**src/rtl/hamming_pkt_framer.sv**
```systemverilog
// hamming_pkt_framer: frames 11-bit payload beats into SECDED (16,11) words for FIFO_top.
// Define HAMMING_ERR_INJ_EN to add per-beat bit-flip injection on payload words.
module hamming_pkt_framer #(
  parameter int unsigned MAX_WORDS  = 64,
  parameter int unsigned GAP_CYCLES = 2
) (
  input  logic        clk,
  input  logic        rst_n,
  input  logic        in_valid,
  output logic        in_ready,
  input  logic [10:0] in_data,
  input  logic        in_last,
  input  logic [2:0]  in_prior,
  input  logic [3:0]  in_port,
  input  logic        fifo_afull,
  output logic        wr_sop,
  output logic        wr_eop,
  output logic        wr_vld,
  output logic [15:0] wr_data,
  output logic        trunc_err,
  output logic [15:0] pkt_cnt
`ifdef HAMMING_ERR_INJ_EN
  ,
  input  logic [1:0]  err_inj_mode,
  input  logic [3:0]  err_pos0,
  input  logic [3:0]  err_pos1
`endif
);

  // state | meaning
  // IDLE  | waiting for in_valid with fifo_afull low
  // SOP   | sop marker on output
  // CTRL  | control word on output, payload beats accepted
  // DATA  | payload words on output, payload beats accepted
  // EOP   | final payload word on output, eop follows
  // DROP  | truncated packet, discarding beats until in_last
  // GAP   | inter-packet idle
  typedef enum logic [2:0] {
    IDLE = 3'd0,
    SOP  = 3'd1,
    CTRL = 3'd2,
    DATA = 3'd3,
    EOP  = 3'd4,
    DROP = 3'd5,
    GAP  = 3'd6
  } state_t;

  localparam int unsigned BW = (MAX_WORDS > 1) ? $clog2(MAX_WORDS) : 1;
  localparam int unsigned GW = (GAP_CYCLES > 1) ? $clog2(GAP_CYCLES) : 1;

  state_t          state_q;
  logic [BW-1:0]   beats_left_q;
  logic [GW-1:0]   gap_left_q;
  logic [2:0]      prior_q;
  logic [3:0]      port_q;
  logic            trunc_pend_q;
  logic            in_ready_q;
  logic            wr_sop_q;
  logic            wr_eop_q;
  logic            wr_vld_q;
  logic [15:0]     wr_data_q;
  logic            trunc_err_q;
  logic [15:0]     pkt_cnt_q;

  logic            accept;
  logic [15:0]     ctrl_word_d;
  logic [15:0]     payload_word_d;

  function automatic logic [15:0] enc(input logic [10:0] d);
    logic [15:0] c;
    c       = '0;
    c[3]    = d[0];
    c[5]    = d[1];
    c[6]    = d[2];
    c[7]    = d[3];
    c[15:9] = d[10:4];
    c[1]    = ^{c[3], c[5], c[7], c[9],  c[11], c[13], c[15]};
    c[2]    = ^{c[3], c[6], c[7], c[10], c[11], c[14], c[15]};
    c[4]    = ^{c[5], c[6], c[7], c[12], c[13], c[14], c[15]};
    c[8]    = ^c[15:9];
    c[0]    = ^c[15:1];
    return c;
  endfunction

  assign accept      = in_valid & in_ready_q;
  assign ctrl_word_d = enc({4'b0000, prior_q, port_q});

`ifdef HAMMING_ERR_INJ_EN
  logic [15:0] inj_mask_d;

  // Two flips at the same position cancel, leaving a clean word.
  always_comb begin
    inj_mask_d = '0;
    case (err_inj_mode)
      2'd1:    inj_mask_d = 16'd1 << err_pos0;
      2'd2:    inj_mask_d = (16'd1 << err_pos0) ^ (16'd1 << err_pos1);
      default: inj_mask_d = '0;
    endcase
    payload_word_d = enc(in_data) ^ inj_mask_d;
  end
`else
  always_comb begin
    payload_word_d = enc(in_data);
  end
`endif

  always_ff @(posedge clk or negedge rst_n) begin
    if (!rst_n) begin
      state_q      <= IDLE;
      beats_left_q <= '0;
      gap_left_q   <= '0;
      prior_q      <= '0;
      port_q       <= '0;
      trunc_pend_q <= 1'b0;
      in_ready_q   <= 1'b0;
      wr_sop_q     <= 1'b0;
      wr_eop_q     <= 1'b0;
      wr_vld_q     <= 1'b0;
      wr_data_q    <= '0;
      trunc_err_q  <= 1'b0;
      pkt_cnt_q    <= '0;
    end else begin
      wr_sop_q    <= 1'b0;
      wr_eop_q    <= 1'b0;
      trunc_err_q <= 1'b0;
      case (state_q)
        IDLE: begin
          wr_vld_q   <= 1'b0;
          wr_data_q  <= '0;
          in_ready_q <= 1'b0;
          if (in_valid && !fifo_afull) begin
            prior_q  <= in_prior;
            port_q   <= in_port;
            wr_sop_q <= 1'b1;
            wr_vld_q <= 1'b1;
            state_q  <= SOP;
          end
        end
        SOP: begin
          wr_vld_q     <= 1'b1;
          wr_data_q    <= ctrl_word_d;
          in_ready_q   <= 1'b1;
          beats_left_q <= BW'(MAX_WORDS - 1);
          trunc_pend_q <= 1'b0;
          state_q      <= CTRL;
        end
        CTRL, DATA: begin
          if (accept) begin
            wr_vld_q  <= 1'b1;
            wr_data_q <= payload_word_d;
            state_q   <= DATA;
            // beats_left_q reaching zero marks the MAX_WORDS-th beat
            if (in_last || beats_left_q == '0) begin
              in_ready_q   <= 1'b0;
              trunc_pend_q <= ~in_last;
              state_q      <= EOP;
            end else begin
              beats_left_q <= beats_left_q - 1'b1;
            end
          end else begin
            wr_vld_q <= 1'b0;
          end
        end
        EOP: begin
          wr_vld_q    <= 1'b0;
          wr_data_q   <= '0;
          wr_eop_q    <= 1'b1;
          trunc_err_q <= trunc_pend_q;
          pkt_cnt_q   <= pkt_cnt_q + 16'd1;
          if (trunc_pend_q) begin
            in_ready_q <= 1'b1;
            state_q    <= DROP;
          end else begin
            gap_left_q <= GW'(GAP_CYCLES - 1);
            state_q    <= GAP;
          end
        end
        DROP: begin
          wr_vld_q  <= 1'b0;
          wr_data_q <= '0;
          if (accept && in_last) begin
            in_ready_q   <= 1'b0;
            trunc_pend_q <= 1'b0;
            gap_left_q   <= GW'(GAP_CYCLES - 1);
            state_q      <= GAP;
          end
        end
        GAP: begin
          wr_vld_q   <= 1'b0;
          wr_data_q  <= '0;
          in_ready_q <= 1'b0;
          if (gap_left_q == '0) begin
            state_q <= IDLE;
          end else begin
            gap_left_q <= gap_left_q - 1'b1;
          end
        end
        default: begin
          in_ready_q <= 1'b0;
          wr_vld_q   <= 1'b0;
          wr_data_q  <= '0;
          state_q    <= IDLE;
        end
      endcase
    end
  end

  assign in_ready  = in_ready_q;
  assign wr_sop    = wr_sop_q;
  assign wr_eop    = wr_eop_q;
  assign wr_vld    = wr_vld_q;
  assign wr_data   = wr_data_q;
  assign trunc_err = trunc_err_q;
  assign pkt_cnt   = pkt_cnt_q;

endmodule

```
**config.mk**
```make
export PLATFORM = sky130hd
export DESIGN_NAME = hamming_pkt_framer
export DESIGN_NICKNAME = d
export VERILOG_FILES = /design/src/rtl/hamming_pkt_framer.sv
export SDC_FILE = /design/constraint.sdc
export NUM_CORES = 1
export LEC_CHECK = 0
export BUFFER_PORTS_ARGS = -buffer_cell sky130_fd_sc_hd__buf_4
export CORE_UTILIZATION = 54
export CTS_CLUSTER_DIAMETER = 30
export DETAILED_ROUTE_END_ITERATION = 10
export HOLD_SLACK_MARGIN = 0.02
export PLACE_DENSITY = 0.79
export SYNTH_ARGS = -nofsm -noshare
export SYNTH_HDL_FRONTEND = slang
export SYNTH_SLANG_ARGS = --single-unit
```
**constraint.sdc**
```tcl
create_clock -name clk -period 1.7 [get_ports clk]
set_input_delay 0 -clock clk [delete_from_list [all_inputs] [get_ports clk]]
set_output_delay 0 -clock clk [all_outputs]
set_load 0.01 [all_outputs]
```
==> flow_summary.html, run 1 <==
<table>
<tr><th>Metric</th><th>Value</th></tr>
<tr><th colspan="2">Synth</th></tr>
<tr><td>Top cell type's share of synthesized area</td><td>~49%</td></tr>
<tr><td>EDFF count, synth</td><td>0</td></tr>
<tr><td>Count of distinct cell types in the synthesized netlist</td><td>43</td></tr>
<tr><td>Mapped cell area</td><td>~2800 um^2</td></tr>
<tr><td>Post-synth net total</td><td>around 300</td></tr>
<tr><td>Count of mapped cells out of synthesis</td><td>approximately 280</td></tr>
<tr><td>Yosys warning count</td><td>0</td></tr>
<tr><td>Sequential-to-total area share from yosys stat</td><td>roughly half</td></tr>
<tr><td>Number of flip-flops and latches in the synthesized netlist</td><td>between 50 and 60</td></tr>
<tr><td>Cell accounting for the most synthesized area</td><td>dfrtp_1</td></tr>
<tr><td>Biggest area contributors in the synthesized netlist</td><td>dfrtp_1 (49%), xnor2_1 (9.9%), nand2_1 (5.2%), xor2_1 (5.0%), a21oi_1 (3.5%)</td></tr>
<tr><td>Dominant register cell in the synthesized netlist</td><td>dfrtp_1</td></tr>
<tr><td>FFs w/ async S/R, synth</td><td>between 90% and 100%</td></tr>
<tr><td>Syn Area/Cell</td><td>just over 10 um^2</td></tr>
<tr><th colspan="2">GRT</th></tr>
<tr><td>Total congestion overflow after global routing</td><td>0</td></tr>
<tr><td>Initial antenna violation count</td><td>0</td></tr>
<tr><td>Combined global-route utilization of all metal layers</td><td>between 20 and 30%</td></tr>
<tr><td>M1 GR Usage</td><td>33.04%</td></tr>
<tr><td>First-pass GRT wire length</td><td>~11000 um</td></tr>
<tr><td>Routing usage on met2</td><td>between 40% and 50%</td></tr>
<tr><td>Most crowded layer after global routing</td><td>met2</td></tr>
<tr><td>Met3 track demand over resource</td><td>under 10%</td></tr>
<tr><td>Largest net degree at the start of global routing</td><td>between 50 and 60</td></tr>
<tr><td>Via count of the first global-routing pass</td><td>~2300</td></tr>
<tr><th colspan="2">Status</th></tr>
<tr><td>Outcome</td><td>complete, no violations</td></tr>
<tr><th colspan="2">Final layout</th></tr>
<tr><td>Multi-input gate area in the final layout</td><td>between 1000 and 1500 um^2</td></tr>
<tr><td>Count of nets after finishing</td><td>a little under 400</td></tr>
<tr><td>Top library cells by usage in the layout, fill and taps aside</td><td>buf_4 (81), dfrtp_1 (53), nand2_1 (39)</td></tr>
<tr><td>Sequential cell area in the final layout</td><td>1379 um^2</td></tr>
<tr><td>Most common cell after layout, fill and taps aside</td><td>buf_4</td></tr>
<tr><td>Layout Cells excl Fill</td><td>440</td></tr>
<tr><td>Layout overhead on the synthesized area</td><td>32.30%</td></tr>
<tr><td>Antenna Cells</td><td>0</td></tr>
<tr><td>Post-layout instance area</td><td>~3700 um^2</td></tr>
<tr><td>Share of cells above drive strength 1</td><td>between 30 and 40%</td></tr>
<tr><td>Number of fillers in the final layout</td><td>approximately 360</td></tr>
<tr><th colspan="2">Critical path</th></tr>
<tr><td>Type of element launching the critical path</td><td>register</td></tr>
<tr><td>Required time reported for the critical path endpoint</td><td>roughly 1.9 ns</td></tr>
<tr><td>Sequence of cells on the critical path</td><td>inv_2 &gt; ha_4 &gt; nor3b_4 &gt; a211oi_4 &gt; o2111ai_2 &gt; xor2_1 &gt; nand2_1</td></tr>
<tr><td>Slowest cell on the critical path</td><td>dfrtp_1</td></tr>
<tr><td>Number of buffers and inverters on the critical path</td><td>1</td></tr>
<tr><td>Type of the worst setup path</td><td>reg -&gt; reg</td></tr>
<tr><td>Kind of cell with the highest combined delay on the critical path</td><td>compound AO/OA/AOI/OAI gates</td></tr>
<tr><td>Critical Path Max Stage Delay</td><td>approximately 0.40 ns</td></tr>
<tr><td>Worst-path maximum fanout</td><td>5</td></tr>
<tr><td>Data arrival time of the critical path</td><td>around 1.9 ns</td></tr>
<tr><td>Crit path capture type</td><td>register</td></tr>
<tr><th colspan="2">Routing</th></tr>
<tr><td>Via count</td><td>between 2000 and 2500</td></tr>
<tr><td>Via density per instance</td><td>5.430</td></tr>
<tr><td>Initial detailed-routing violation count</td><td>130</td></tr>
<tr><td>Post-detailed-routing wire length</td><td>6496 um</td></tr>
<tr><td>First drt pass iteration count</td><td>4</td></tr>
<tr><td>Remaining number of nets flagged by the antenna check after routing</td><td>0</td></tr>
<tr><td>Count of unresolved DRC violations after routing</td><td>0</td></tr>
<tr><td>Post-detailed-route wirelength per cell</td><td>14.76 um</td></tr>
<tr><th colspan="2">Place</th></tr>
<tr><td>Standard cell area after detailed placement</td><td>3431 um^2</td></tr>
<tr><td>Number of instances in the placed design</td><td>414</td></tr>
<tr><td>Buffers added on ports</td><td>roughly 60</td></tr>
<tr><td>Global placement routability congestion</td><td>~0.87</td></tr>
<tr><td>Half-perimeter wire length after detailed placement</td><td>between 4000 and 5000 um</td></tr>
<tr><th colspan="2">Timing</th></tr>
<tr><td>Post-route minimum period</td><td>around 1.7 ns</td></tr>
<tr><td>Number of hold violations in the final report</td><td>0</td></tr>
<tr><td>Final period utilization</td><td>99.71%</td></tr>
<tr><td>Count of endpoints failing setup in the final report</td><td>0</td></tr>
<tr><td>Final clock skew</td><td>0.009286 ns</td></tr>
<tr><td>Final number of max-transition violations</td><td>0</td></tr>
<tr><td>Transition at the pin with the smallest max-transition slack</td><td>around 0.66 ns</td></tr>
<tr><td>F_max</td><td>around 600 MHz</td></tr>
<tr><td>Max_slew headroom</td><td>approximately 56%</td></tr>
<tr><td>Setup repair after global routing missed its margin</td><td>true</td></tr>
<tr><th colspan="2">Power</th></tr>
<tr><td>Power density over the cells</td><td>624.1 nW/um^2</td></tr>
<tr><td>Share of total power consumed by net switching</td><td>between 20% and 30%</td></tr>
<tr><td>Portion of total power attributed to the clock network</td><td>32.1%</td></tr>
<tr><td>Sequential share of power</td><td>between 50 and 60%</td></tr>
<tr><td>Peak supply drop</td><td>0.4674 mV</td></tr>
<tr><td>LEAKAGE</td><td>roughly 1.7 nW</td></tr>
<tr><td>Logic pwr share</td><td>11.3%</td></tr>
<tr><td>Net load switching power</td><td>0.0005453 W</td></tr>
<tr><td>Sum of internal, switching and leakage power</td><td>0.002335 W</td></tr>
<tr><td>Pint</td><td>~0.0018 W</td></tr>
<tr><th colspan="2">Clock network</th></tr>
<tr><td>Worst-skew pair later-pin latency</td><td>around 0.31 ns</td></tr>
<tr><td>Master cell of the clock root buffer</td><td>clkbuf_8</td></tr>
<tr><td>Clk slew on worst S/H paths</td><td>0.09 ns</td></tr>
<tr><td># H-tree levels</td><td>2</td></tr>
<tr><td>Longest Clk Path Bufs</td><td>2</td></tr>
<tr><td>CTS buffer count</td><td>5</td></tr>
<tr><td>TritonCTS clock tree</td><td>done</td></tr>
<tr><td>Clock Sinks</td><td>between 50 and 60</td></tr>
<tr><th colspan="2">Floorplanning</th></tr>
<tr><td>Die height</td><td>between 70 and 80 um</td></tr>
<tr><td>Rows</td><td>25</td></tr>
<tr><td>Number of placed I/O pins</td><td>60</td></tr>
<tr><td>Die X</td><td>~74 um</td></tr>
<tr><td>CORE AREA</td><td>4880 um^2</td></tr>
<tr><td>Starting utilization of the core area</td><td>between 50% and 60%</td></tr>
<tr><td>Full die area</td><td>between 5000 and 6000 um^2</td></tr>
<tr><th colspan="2">Run</th></tr>
<tr><td>Max Cap Viol</td><td>0</td></tr>
<tr><th colspan="2">Min path</th></tr>
<tr><td>Worst hold-check path type</td><td>in -&gt; reg</td></tr>
</table>
==> tightest hold or removal path, cell delays in order <==
cell and delay [ns]:
buf_4 0.09, o21ai_0 0.08, a21oi_1 0.14
==> state kept, by name, summed over array words and instances (netlist names) <==
register,count
pkt_cnt,16
wr_data,16
beats_left_q,6
port_q,4
prior_q,3
state_q,3
gap_left_q,1
in_ready,1
trunc_err,1
trunc_pend_q,1
wr_eop,1
wr_sop,1
wr_vld,1
==> through the flow <==
step | util, % | worst slack, ns | hold slack (ns) | TNS (ns)
CTS | 74.92 | 0.01283 | 0.02900 | 0
finish | 76.67 | 0.004952 | 0.03440 | 0
floorplan | - | 0.1817 | -0.2956 | 0
global placement | 70.31 | 0.07242 | 0.08047 | 0
global route | 76.67 | -0.06748 | 0.06914 | -0.2056
detailed placement | 70.31 | -0.09999 | 0.08378 | -0.1615
==> cell usage after synthesis (2+ instances only) <==
master and instances:
a21o_1 2, a21oi_1 20, a31oi_1 5, and2_1 2, and3_1 2, and4_1 2, buf_2 2, buf_4 2
clkbuf_1 4, dfrtp_1 55, ha_1 2, inv_1 5, mux2_2 8, nand2_1 39, nand2b_1 2, nand3_1 7
nand4_1 2, nor2_1 24, nor2b_1 2, nor3_1 2, nor4_1 2, o211ai_1 3, o21ai_0 16, o22a_1 3
o22ai_1 2, o31ai_1 3, xnor2_1 32, xor2_1 16
==> timing repair <==
action,4_1_cts,5_1_grt
resized for setup,4,12
setup buffers,0,6
pin swaps,0,6
hold endpoints to repair,66,0
endpoints found under the setup margin,4,12
hold buffers,12,0
==> power groups by stage <==
stage / Sequential (W) / Combinational [W] / Clock (W)
3_5_place_dp: 0.00135 / 0.000240 / 0
6_report: 0.00132 / 0.000264 / 0.000749
3_3_place_gp: 0.00135 / 0.000236 / 0
4_1_cts: 0.00132 / 0.000265 / 0.000770
5_1_grt: 0.00132 / 0.000291 / 0.000809
2_1_floorplan: 0.00135 / 0.000145 / 0
==> final timing paths <==
path,end,start,cells after the start,slack (ns)
worst max-delay path,beats_left_q[5]$_DFFE_PN0P_,beats_left_q[1]$_DFFE_PN0P_,7,0.005
worst min-delay path,wr_data[6]$_DFFE_PN0N_,in_data[2],3,0.03
worst max register to register,beats_left_q[5]$_DFFE_PN0P_,beats_left_q[1]$_DFFE_PN0P_,7,0.005
worst min register to register,pkt_cnt[13]$_DFFE_PN0N_,pkt_cnt[13]$_DFFE_PN0N_,1,0.49
max in group asynchronous,state_q[1]$_DFFE_PN0P_,rst_n,2,0.98
min in group asynchronous,pkt_cnt[0]$_DFFE_PN0N_,rst_n,2,0.26
==> final cells by class <==
class / count / area share, %
multi-input cells: 211 / 38.19
flip-flops and latches: 55 / 36.86
repair buffers: 93 / 19.46
clock buffers: 7 / 2.308
well taps: 67 / 2.241
inverters: 6 / 0.7023
clock inverters: 1 / 0.2341
==> routing by layer <==
layer	share of wire, %	wire [um]	vias to the layer above
li1	-	-	1144
met4	1.8	116	0
met5	0	0	-
met3	5.2	335	11
met2	49	3194	92
met1	44	2848	1142
==> logic make-up after synthesis <==
family                   Yosys count  share of synthesized area, %
AND/OR/NAND/NOR                   91                         15.80
multiplexers                       8                         3.186
flip-flops                        55                         48.67
buffers and inverters             15                         2.345
XOR/XNOR                          50                         16.28
adder cells (fa/ha/maj)            2                        0.8848
AO/OA/AOI/OAI                     60                         12.83
No activity file was read; power rests on OpenSTA's default activity.
==> run 2: changes to the inputs <==
--- a/config.mk
+++ b/config.mk
@@ -10,6 +10,7 @@
 export CTS_CLUSTER_DIAMETER = 30
 export DETAILED_ROUTE_END_ITERATION = 10
 export HOLD_SLACK_MARGIN = 0.02
+export MAX_ROUTING_LAYER = met4
 export PLACE_DENSITY = 0.79
 export SYNTH_ARGS = -nofsm -noshare
 export SYNTH_HDL_FRONTEND = slang
==> run 2 against run 1 <==
  * The run now ends with negative setup slack left
  * First-iteration DRC count down 26%
  * Non-clock buffer count increased by 3
  * Clock power rose by 10%
  * Die area stayed put
  * Sequential share of layout area shrank 0.21 points
  * Worst setup slack worse by 0.089 ns
  * Combinational power about the same
  * Critical endpoint is now trunc_pend_q$_DFFE_PN0P_
==> flow_summary.html, run 2 (synthesis results as in run 1) <==
<table>
<tr><th>Metric</th><th>Value</th></tr>
<tr><th colspan="2">Min path</th></tr>
<tr><td>Hold Crit Depth</td><td>3</td></tr>
<tr><td>Worst hold-check path type</td><td>in -&gt; reg</td></tr>
<tr><td>Hold path startpoint</td><td>in_data[2]</td></tr>
<tr><th colspan="2">Critical path</th></tr>
<tr><td>Launch point of the critical path</td><td>beats_left_q[0]$_DFFE_PN0P_</td></tr>
<tr><td>Slowest cell on the critical path</td><td>dfrtp_1</td></tr>
<tr><td>Crit path capture type</td><td>register</td></tr>
<tr><td>Number of buffers and inverters on the critical path</td><td>1</td></tr>
<tr><td>Type of element launching the critical path</td><td>register</td></tr>
<tr><td>Total number of cells along the worst setup path</td><td>7</td></tr>
<tr><td>Worst-path maximum fanout</td><td>5</td></tr>
<tr><td>Data arrival time of the critical path</td><td>roughly 2 ns</td></tr>
<tr><td>Kind of cell with the highest combined delay on the critical path</td><td>compound AO/OA/AOI/OAI gates</td></tr>
<tr><td>Required time reported for the critical path endpoint</td><td>~1.9 ns</td></tr>
<tr><td>R2r startpoint</td><td>beats_left_q[0]$_DFFE_PN0P_</td></tr>
<tr><td>Sequence of cells on the critical path</td><td>inv_1 &gt; ha_4 &gt; nor3b_4 &gt; a21oi_1 &gt; o21ai_0 &gt; nand2_1 &gt; a32o_1</td></tr>
<tr><td>Worst reg2reg path depth</td><td>7</td></tr>
<tr><td>Critical Path Max Stage Delay</td><td>0.41 ns</td></tr>
<tr><td>Type of the worst setup path</td><td>reg -&gt; reg</td></tr>
<tr><th colspan="2">Clock network</th></tr>
<tr><td>Master cell of the clock root buffer</td><td>clkbuf_8</td></tr>
<tr><td>CTS buffer count</td><td>5</td></tr>
<tr><td>Clk slew on worst S/H paths</td><td>0.09 ns</td></tr>
<tr><td># H-tree levels</td><td>2</td></tr>
<tr><td>Worst-skew pair later-pin latency</td><td>roughly 0.30 ns</td></tr>
<tr><td>TritonCTS clock tree</td><td>done</td></tr>
<tr><td>Clock Sinks</td><td>55</td></tr>
<tr><td>Longest Clk Path Bufs</td><td>2</td></tr>
<tr><th colspan="2">GRT</th></tr>
<tr><td>Total congestion overflow after global routing</td><td>0</td></tr>
<tr><td>Initial antenna violation count</td><td>0</td></tr>
<tr><td>M1 GR Usage</td><td>a little under a third</td></tr>
<tr><td>Most crowded layer after global routing</td><td>met2</td></tr>
<tr><td>Via count of the first global-routing pass</td><td>between 2000 and 2500</td></tr>
<tr><td>Met3 track demand over resource</td><td>4.201%</td></tr>
<tr><td>Routing usage on met2</td><td>between 40% and 50%</td></tr>
<tr><td>Combined global-route utilization of all metal layers</td><td>between 20% and 30%</td></tr>
<tr><td>Largest net degree at the start of global routing</td><td>between 50 and 60</td></tr>
<tr><td>First-pass GRT wire length</td><td>10200 um</td></tr>
<tr><th colspan="2">Floorplanning</th></tr>
<tr><td>CORE AREA</td><td>approximately 4900 um^2</td></tr>
<tr><td>Starting utilization of the core area</td><td>between 50% and 60%</td></tr>
<tr><td>Die X</td><td>between 70 and 80 um</td></tr>
<tr><td>Rows</td><td>25</td></tr>
<tr><td>Full die area</td><td>between 5000 and 6000 um^2</td></tr>
<tr><td>Number of placed I/O pins</td><td>60</td></tr>
<tr><td>Die height</td><td>~74 um</td></tr>
<tr><th colspan="2">Status</th></tr>
<tr><td>Violated checks</td><td>negative setup slack</td></tr>
<tr><td>Outcome</td><td>finished with violations</td></tr>
<tr><th colspan="2">Routing</th></tr>
<tr><td>Via density per instance</td><td>~5.5</td></tr>
<tr><td>Initial detailed-routing violation count</td><td>96</td></tr>
<tr><td>Count of unresolved DRC violations after routing</td><td>0</td></tr>
<tr><td>Via count</td><td>around 2400</td></tr>
<tr><td>Remaining number of nets flagged by the antenna check after routing</td><td>0</td></tr>
<tr><td>First drt pass iteration count</td><td>4</td></tr>
<tr><td>Post-detailed-route wirelength per cell</td><td>~15 um</td></tr>
<tr><td>Post-detailed-routing wire length</td><td>approximately 6600 um</td></tr>
<tr><th colspan="2">Place</th></tr>
<tr><td>Half-perimeter wire length after detailed placement</td><td>around 4600 um</td></tr>
<tr><td>Buffers added on ports</td><td>a little under 60</td></tr>
<tr><td>Post-Place Worst Slack</td><td>-0.06277 ns</td></tr>
<tr><td>Global placement routability congestion</td><td>a little under 0.9</td></tr>
<tr><th colspan="2">Final layout</th></tr>
<tr><td>Count of nets after finishing</td><td>400</td></tr>
<tr><td>Antenna Cells</td><td>0</td></tr>
<tr><td>Number of fillers in the final layout</td><td>between 300 and 400</td></tr>
<tr><td>Most common cell after layout, fill and taps aside</td><td>buf_4</td></tr>
<tr><td>Layout overhead on the synthesized area</td><td>33.05%</td></tr>
<tr><td>Util after Layout</td><td>between 70% and 80%</td></tr>
<tr><td>Share of cells above drive strength 1</td><td>between 20% and 30%</td></tr>
<tr><td>Top library cells by usage in the layout, fill and taps aside</td><td>buf_4 (82), dfrtp_1 (53), nand2_1 (39)</td></tr>
<tr><th colspan="2">Timing</th></tr>
<tr><td>Count of endpoints failing setup in the final report</td><td>2</td></tr>
<tr><td>Final clock skew</td><td>0.006356 ns</td></tr>
<tr><td>Final TNS setup</td><td>-0.1416 ns</td></tr>
<tr><td>Worst setup slack after layout</td><td>-0.08369 ns</td></tr>
<tr><td>Setup repair after global routing missed its margin</td><td>true</td></tr>
<tr><td>Final period utilization</td><td>104.9%</td></tr>
<tr><td>F_max</td><td>between 500 and 600 MHz</td></tr>
<tr><td>Transition at the pin with the smallest max-transition slack</td><td>between 0.6 and 0.7 ns</td></tr>
<tr><td>Post-route minimum period</td><td>1.784 ns</td></tr>
<tr><td>Max_slew headroom</td><td>55.99%</td></tr>
<tr><td>Number of hold violations in the final report</td><td>0</td></tr>
<tr><td>Final number of max-transition violations</td><td>0</td></tr>
<tr><th colspan="2">Power</th></tr>
<tr><td>LEAKAGE</td><td>roughly 1.7 nW</td></tr>
<tr><td>Sum of internal, switching and leakage power</td><td>between 0.002 and 0.0025 W</td></tr>
<tr><td>Peak supply drop</td><td>between 0.4 and 0.5 mV</td></tr>
<tr><td>Power density over the cells</td><td>~640 nW/um^2</td></tr>
<tr><th colspan="2">Run</th></tr>
<tr><td>Max Cap Viol</td><td>0</td></tr>
</table>
==> run 2: report_power, final <==
group,internal (W),switching [W]
clock,0.000432,0.000393
combinational,0.000143,0.000121
sequential,0.00131,0.00000924
total,0.00189,0.000523
==> run 2: worst paths after layout <==
kind                                             to  slack, ns
max reg2reg                trunc_pend_q$_DFFE_PN0P_      -0.08
min in group asynchronous    pkt_cnt[2]$_DFFE_PN0N_       0.27
max                        trunc_pend_q$_DFFE_PN0P_      -0.08
min                          wr_data[6]$_DFFE_PN0N_       0.04
min reg2reg                 pkt_cnt[15]$_DFFE_PN0N_       0.49
max in group asynchronous    state_q[1]$_DFFE_PN0P_       0.96
==> run 2: worst register-to-register path, stage by stage (launching register included) <==
cell     delay (ns)
dfrtp_1        0.41
inv_1          0.10
ha_4           0.14
nor3b_4        0.28
a21oi_1        0.22
o21ai_0        0.23
nand2_1        0.09
a32o_1         0.21
==> run 2: stage by stage <==
step           area (um^2)  hold WS (ns)  cells
2_1_floorplan         2828       -0.2956    281
3_3_place_gp          3438       0.08478    415
3_5_place_dp          3438       0.08712    415
4_1_cts               3692       0.03004    437
5_1_grt               3762       0.07476    442
6_report              3762       0.03928    442
==> run 2: repair_timing <==
action                                  in CTS  in global routing
buffers inserted                             3                  5
hold endpoints to repair                    66                  0
resized for setup                            2                 10
hold buffers                                12                  0
pin swaps                                    3                  7
endpoints found under the setup margin       5                 13
==> run 2: layout make-up <==
type                            instances  area (um^2)  area share [%]
Tap cell                               67        83.83           2.228
Clock inverter                          1        30.03          0.7981
Inverter                                6        22.52          0.5986
Sequential cell                        55         1379           36.65
Multi-Input combinational cell        211         1423           37.81
Timing Repair Buffer                   96        752.0           19.99
Clock buffer                            6        72.57           1.929
==> run 2: layer usage <==
layer	wire length (um)	part of all wire, %	up-vias
met3	350	5.3	13
met1	2862	43	1184
met2	3310	50	88
met4	104	1.6	0
met5	0	0	-
li1	-	-	1149
==> run 3: changes to the inputs <==
--- a/config.mk
+++ b/config.mk
@@ -6,12 +6,12 @@
 export NUM_CORES = 1
 export LEC_CHECK = 0
 export BUFFER_PORTS_ARGS = -buffer_cell sky130_fd_sc_hd__buf_4
-export CORE_UTILIZATION = 54
+export CORE_UTILIZATION = 55
 export CTS_CLUSTER_DIAMETER = 30
 export DETAILED_ROUTE_END_ITERATION = 10
 export HOLD_SLACK_MARGIN = 0.02
 export MAX_ROUTING_LAYER = met4
-export PLACE_DENSITY = 0.79
+export PLACE_DENSITY = 0.8
 export SYNTH_ARGS = -nofsm -noshare
 export SYNTH_HDL_FRONTEND = slang
 export SYNTH_SLANG_ARGS = --single-unit
==> constraint.sdc (replaced) <==
create_clock -name clk -period 2.2 [get_ports clk]
set_input_delay 0 -clock clk [delete_from_list [all_inputs] [get_ports clk]]
set_output_delay 0 -clock clk [all_outputs]
set_load 0.01 [all_outputs]
==> run 3 against run 2 <==
  * The run now ends clean
  * Register-to-register slack better by 0.25 ns
  * Critical path depth is 2 lower
  * Die area is 1.8% lower
  * Sequential share of layout area is 1.7 points higher
  * Cell count is 4.3% lower
  * Flip-flop and latch count stayed put
  * Sequential power is 23% lower
  * Critical path type unchanged
  * Largest power group unchanged
==> flow_summary.html, run 3 (synthesis results as in run 1) <==
<table>
<tr><th>Metric</th><th>Value</th></tr>
<tr><th colspan="2">GRT</th></tr>
<tr><td>Met3 track demand over resource</td><td>under 10%</td></tr>
<tr><td>Via count of the first global-routing pass</td><td>around 2200</td></tr>
<tr><td>Most crowded layer after global routing</td><td>met2</td></tr>
<tr><td>First-pass GRT wire length</td><td>between 9000 and 10000 um</td></tr>
<tr><td>Initial antenna violation count</td><td>0</td></tr>
<tr><td>Largest net degree at the start of global routing</td><td>56</td></tr>
<tr><td>Combined global-route utilization of all metal layers</td><td>25.15%</td></tr>
<tr><td>Total congestion overflow after global routing</td><td>0</td></tr>
<tr><td>Routing usage on met2</td><td>roughly 40%</td></tr>
<tr><td>M1 GR Usage</td><td>31.66%</td></tr>
<tr><th colspan="2">Final layout</th></tr>
<tr><td>Antenna Cells</td><td>0</td></tr>
<tr><td>Most common cell after layout, fill and taps aside</td><td>buf_4</td></tr>
<tr><td>Share of cells above drive strength 1</td><td>approximately 24%</td></tr>
<tr><td>Layout overhead on the synthesized area</td><td>26.77%</td></tr>
<tr><td>Top library cells by usage in the layout, fill and taps aside</td><td>buf_4 (64), dfrtp_1 (55), nand2_1 (39)</td></tr>
<tr><td>Util after Layout</td><td>around three quarters</td></tr>
<tr><td>Number of fillers in the final layout</td><td>roughly 350</td></tr>
<tr><td>Count of nets after finishing</td><td>between 300 and 400</td></tr>
<tr><th colspan="2">Power</th></tr>
<tr><td>LEAKAGE</td><td>1.608 nW</td></tr>
<tr><td>Power density over the cells</td><td>between 500 and 600 nW/um^2</td></tr>
<tr><td>Peak supply drop</td><td>about 0.38 mV</td></tr>
<tr><td>Sequential share of power</td><td>between 50 and 60%</td></tr>
<tr><td>Logic pwr share</td><td>about 11%</td></tr>
<tr><td>Pint</td><td>~0.0015 W</td></tr>
<tr><td>Sum of internal, switching and leakage power</td><td>0.001875 W</td></tr>
<tr><td>Share of total power consumed by net switching</td><td>between 20 and 25%</td></tr>
<tr><td>Portion of total power attributed to the clock network</td><td>roughly a third</td></tr>
<tr><td>Net load switching power</td><td>about 0.00042 W</td></tr>
<tr><th colspan="2">Floorplanning</th></tr>
<tr><td>Full die area</td><td>roughly 5400 um^2</td></tr>
<tr><td>Die height</td><td>~74 um</td></tr>
<tr><td>Rows</td><td>25</td></tr>
<tr><td>Starting utilization of the core area</td><td>between 50% and 60%</td></tr>
<tr><td>CORE AREA</td><td>~4800 um^2</td></tr>
<tr><td>Number of placed I/O pins</td><td>60</td></tr>
<tr><td>Die X</td><td>about 74 um</td></tr>
<tr><th colspan="2">Min path</th></tr>
<tr><td>Worst hold-check path type</td><td>in -&gt; reg</td></tr>
<tr><th colspan="2">Critical path</th></tr>
<tr><td>Type of the worst setup path</td><td>reg -&gt; reg</td></tr>
<tr><td>Data arrival time of the critical path</td><td>~2.2 ns</td></tr>
<tr><td>Worst-path maximum fanout</td><td>17</td></tr>
<tr><td>Required time reported for the critical path endpoint</td><td>between 2 and 2.5 ns</td></tr>
<tr><td>Type of element launching the critical path</td><td>register</td></tr>
<tr><td>Sequence of cells on the critical path</td><td>clkinvlp_4 &gt; a31oi_1 &gt; o211ai_1 &gt; o31ai_1 &gt; o21ai_0</td></tr>
<tr><td>Critical Path Max Stage Delay</td><td>between 0.7 and 0.8 ns</td></tr>
<tr><td>Setup slack, reg-to-reg</td><td>approximately 0.17 ns</td></tr>
<tr><td>Slowest cell on the critical path</td><td>dfrtp_1</td></tr>
<tr><td>Crit path capture type</td><td>register</td></tr>
<tr><th colspan="2">Routing</th></tr>
<tr><td>Via density per instance</td><td>5.506</td></tr>
<tr><td>First drt pass iteration count</td><td>4</td></tr>
<tr><td>Count of unresolved DRC violations after routing</td><td>0</td></tr>
<tr><td>Via count</td><td>2329</td></tr>
<tr><td>Post-detailed-routing wire length</td><td>6056 um</td></tr>
<tr><td>Remaining number of nets flagged by the antenna check after routing</td><td>0</td></tr>
<tr><td>Initial detailed-routing violation count</td><td>131</td></tr>
<tr><td>Post-detailed-route wirelength per cell</td><td>around 14 um</td></tr>
<tr><th colspan="2">Timing</th></tr>
<tr><td>Final period utilization</td><td>~92%</td></tr>
<tr><td>Final Hold Slack</td><td>0.05838 ns</td></tr>
<tr><td>F_max</td><td>between 400 and 500 MHz</td></tr>
<tr><td>Post-route minimum period</td><td>2.033 ns</td></tr>
<tr><td>Final clock skew</td><td>just over 0.007 ns</td></tr>
<tr><td>Number of hold violations in the final report</td><td>0</td></tr>
<tr><td>Max_slew headroom</td><td>54.42%</td></tr>
<tr><td>Final TNS setup</td><td>0 ns</td></tr>
<tr><td>Final number of max-transition violations</td><td>0</td></tr>
<tr><td>Transition at the pin with the smallest max-transition slack</td><td>0.6836 ns</td></tr>
<tr><td>Count of endpoints failing setup in the final report</td><td>0</td></tr>
<tr><td>Setup repair after global routing missed its margin</td><td>false</td></tr>
<tr><th colspan="2">Clock network</th></tr>
<tr><td>Longest Clk Path Bufs</td><td>2</td></tr>
<tr><td># H-tree levels</td><td>2</td></tr>
<tr><td>Setup bufs post-CTS</td><td>0</td></tr>
<tr><td>CTS buffer count</td><td>5</td></tr>
<tr><td>Clock Sinks</td><td>55</td></tr>
<tr><td>Clk slew on worst S/H paths</td><td>roughly 0.09 ns</td></tr>
<tr><td>Master cell of the clock root buffer</td><td>clkbuf_8</td></tr>
<tr><td>TritonCTS clock tree</td><td>done</td></tr>
<tr><td>Worst-skew pair later-pin latency</td><td>just over 0.3 ns</td></tr>
<tr><th colspan="2">Place</th></tr>
<tr><td>Half-perimeter wire length after detailed placement</td><td>about 4300 um</td></tr>
<tr><td>Buffers added on ports</td><td>59</td></tr>
<tr><td>Global placement routability congestion</td><td>0.8788</td></tr>
<tr><th colspan="2">Run</th></tr>
<tr><td>Max Cap Viol</td><td>0</td></tr>
<tr><th colspan="2">Status</th></tr>
<tr><td>Outcome</td><td>complete, no violations</td></tr>
</table>
run 3: cell count changes in the layout (fill, tap and decap cells not counted), moves of 2 or more:
cell     previous run  this run
dfrtp_2             2         0
buf_4              82        64
inv_2               2         0
dfrtp_1            53        55
run 3: worst paths after layout:
check | from | end | cells past startpoint
worst max-delay path | state_q[2]$_DFFE_PN0P_ | beats_left_q[0]$_DFFE_PN0P_ | 5
max in group asynchronous | rst_n | wr_data[11]$_DFFE_PN0N_ | 2
min in group asynchronous | rst_n | pkt_cnt[6]$_DFFE_PN0N_ | 2
worst max register to register | state_q[2]$_DFFE_PN0P_ | beats_left_q[0]$_DFFE_PN0P_ | 5
worst min register to register | pkt_cnt[15]$_DFFE_PN0N_ | pkt_cnt[15]$_DFFE_PN0N_ | 1
worst min-delay path | in_data[1] | wr_data[5]$_DFFE_PN0N_ | 3
run 3: metrics by stage:
stage / instances / worst slack, ns / cell area [um^2]
2_1_floorplan: 281 / 0.6817 / 2828
4_1_cts: 423 / 0.1738 / 3581
3_5_place_dp: 403 / 0.2272 / 3348
3_3_place_gp: 403 / 0.3352 / 3348
6_report: 423 / 0.1667 / 3585
5_1_grt: 423 / 0.006038 / 3585
run 3: layout make-up:
type / count / area (um^2) / area share (%)
multi-input combinational: 211 / 1385 / 38.64
inverter: 6 / 26.28 / 0.7330
tap: 67 / 83.83 / 2.339
sequential: 55 / 1376 / 38.39
clock inverter: 1 / 30.03 / 0.8377
timing repair buffer: 77 / 610.6 / 17.03
clock buffer: 6 / 72.57 / 2.024
run 3: repair_timing:
item	in CTS	in global routing
hold buffers	13	0
hold endpoints to repair	67	0
setup endpoints to repair	0	1
resized for setup	0	1
run 3: critical path, delay by kind of cell (launching register included):
kind | cells | cell delay, ns
compound gates | 4 | 0.80
flops | 1 | 0.72
buf+inv | 1 | 0.40
run 3: layer usage:
layer  routed length, um  up-vias
li1                    -     1119
met1                2766     1115
met2                2880       84
met3                 308       11
met4                 100        0
met5                   0        -
run 3: power by group through the flow:
| stage | combinational [W] | sequential [W] | clock [W] |
|---|---|---|---|
| finish | 0.000205 | 0.00102 | 0.000648 |
| global route | 0.000223 | 0.00102 | 0.000701 |
| CTS | 0.000206 | 0.00102 | 0.000659 |
| detailed placement | 0.000187 | 0.00104 | 0 |
| global placement | 0.000185 | 0.00104 | 0 |
| floorplan | 0.000112 | 0.00104 | 0 |
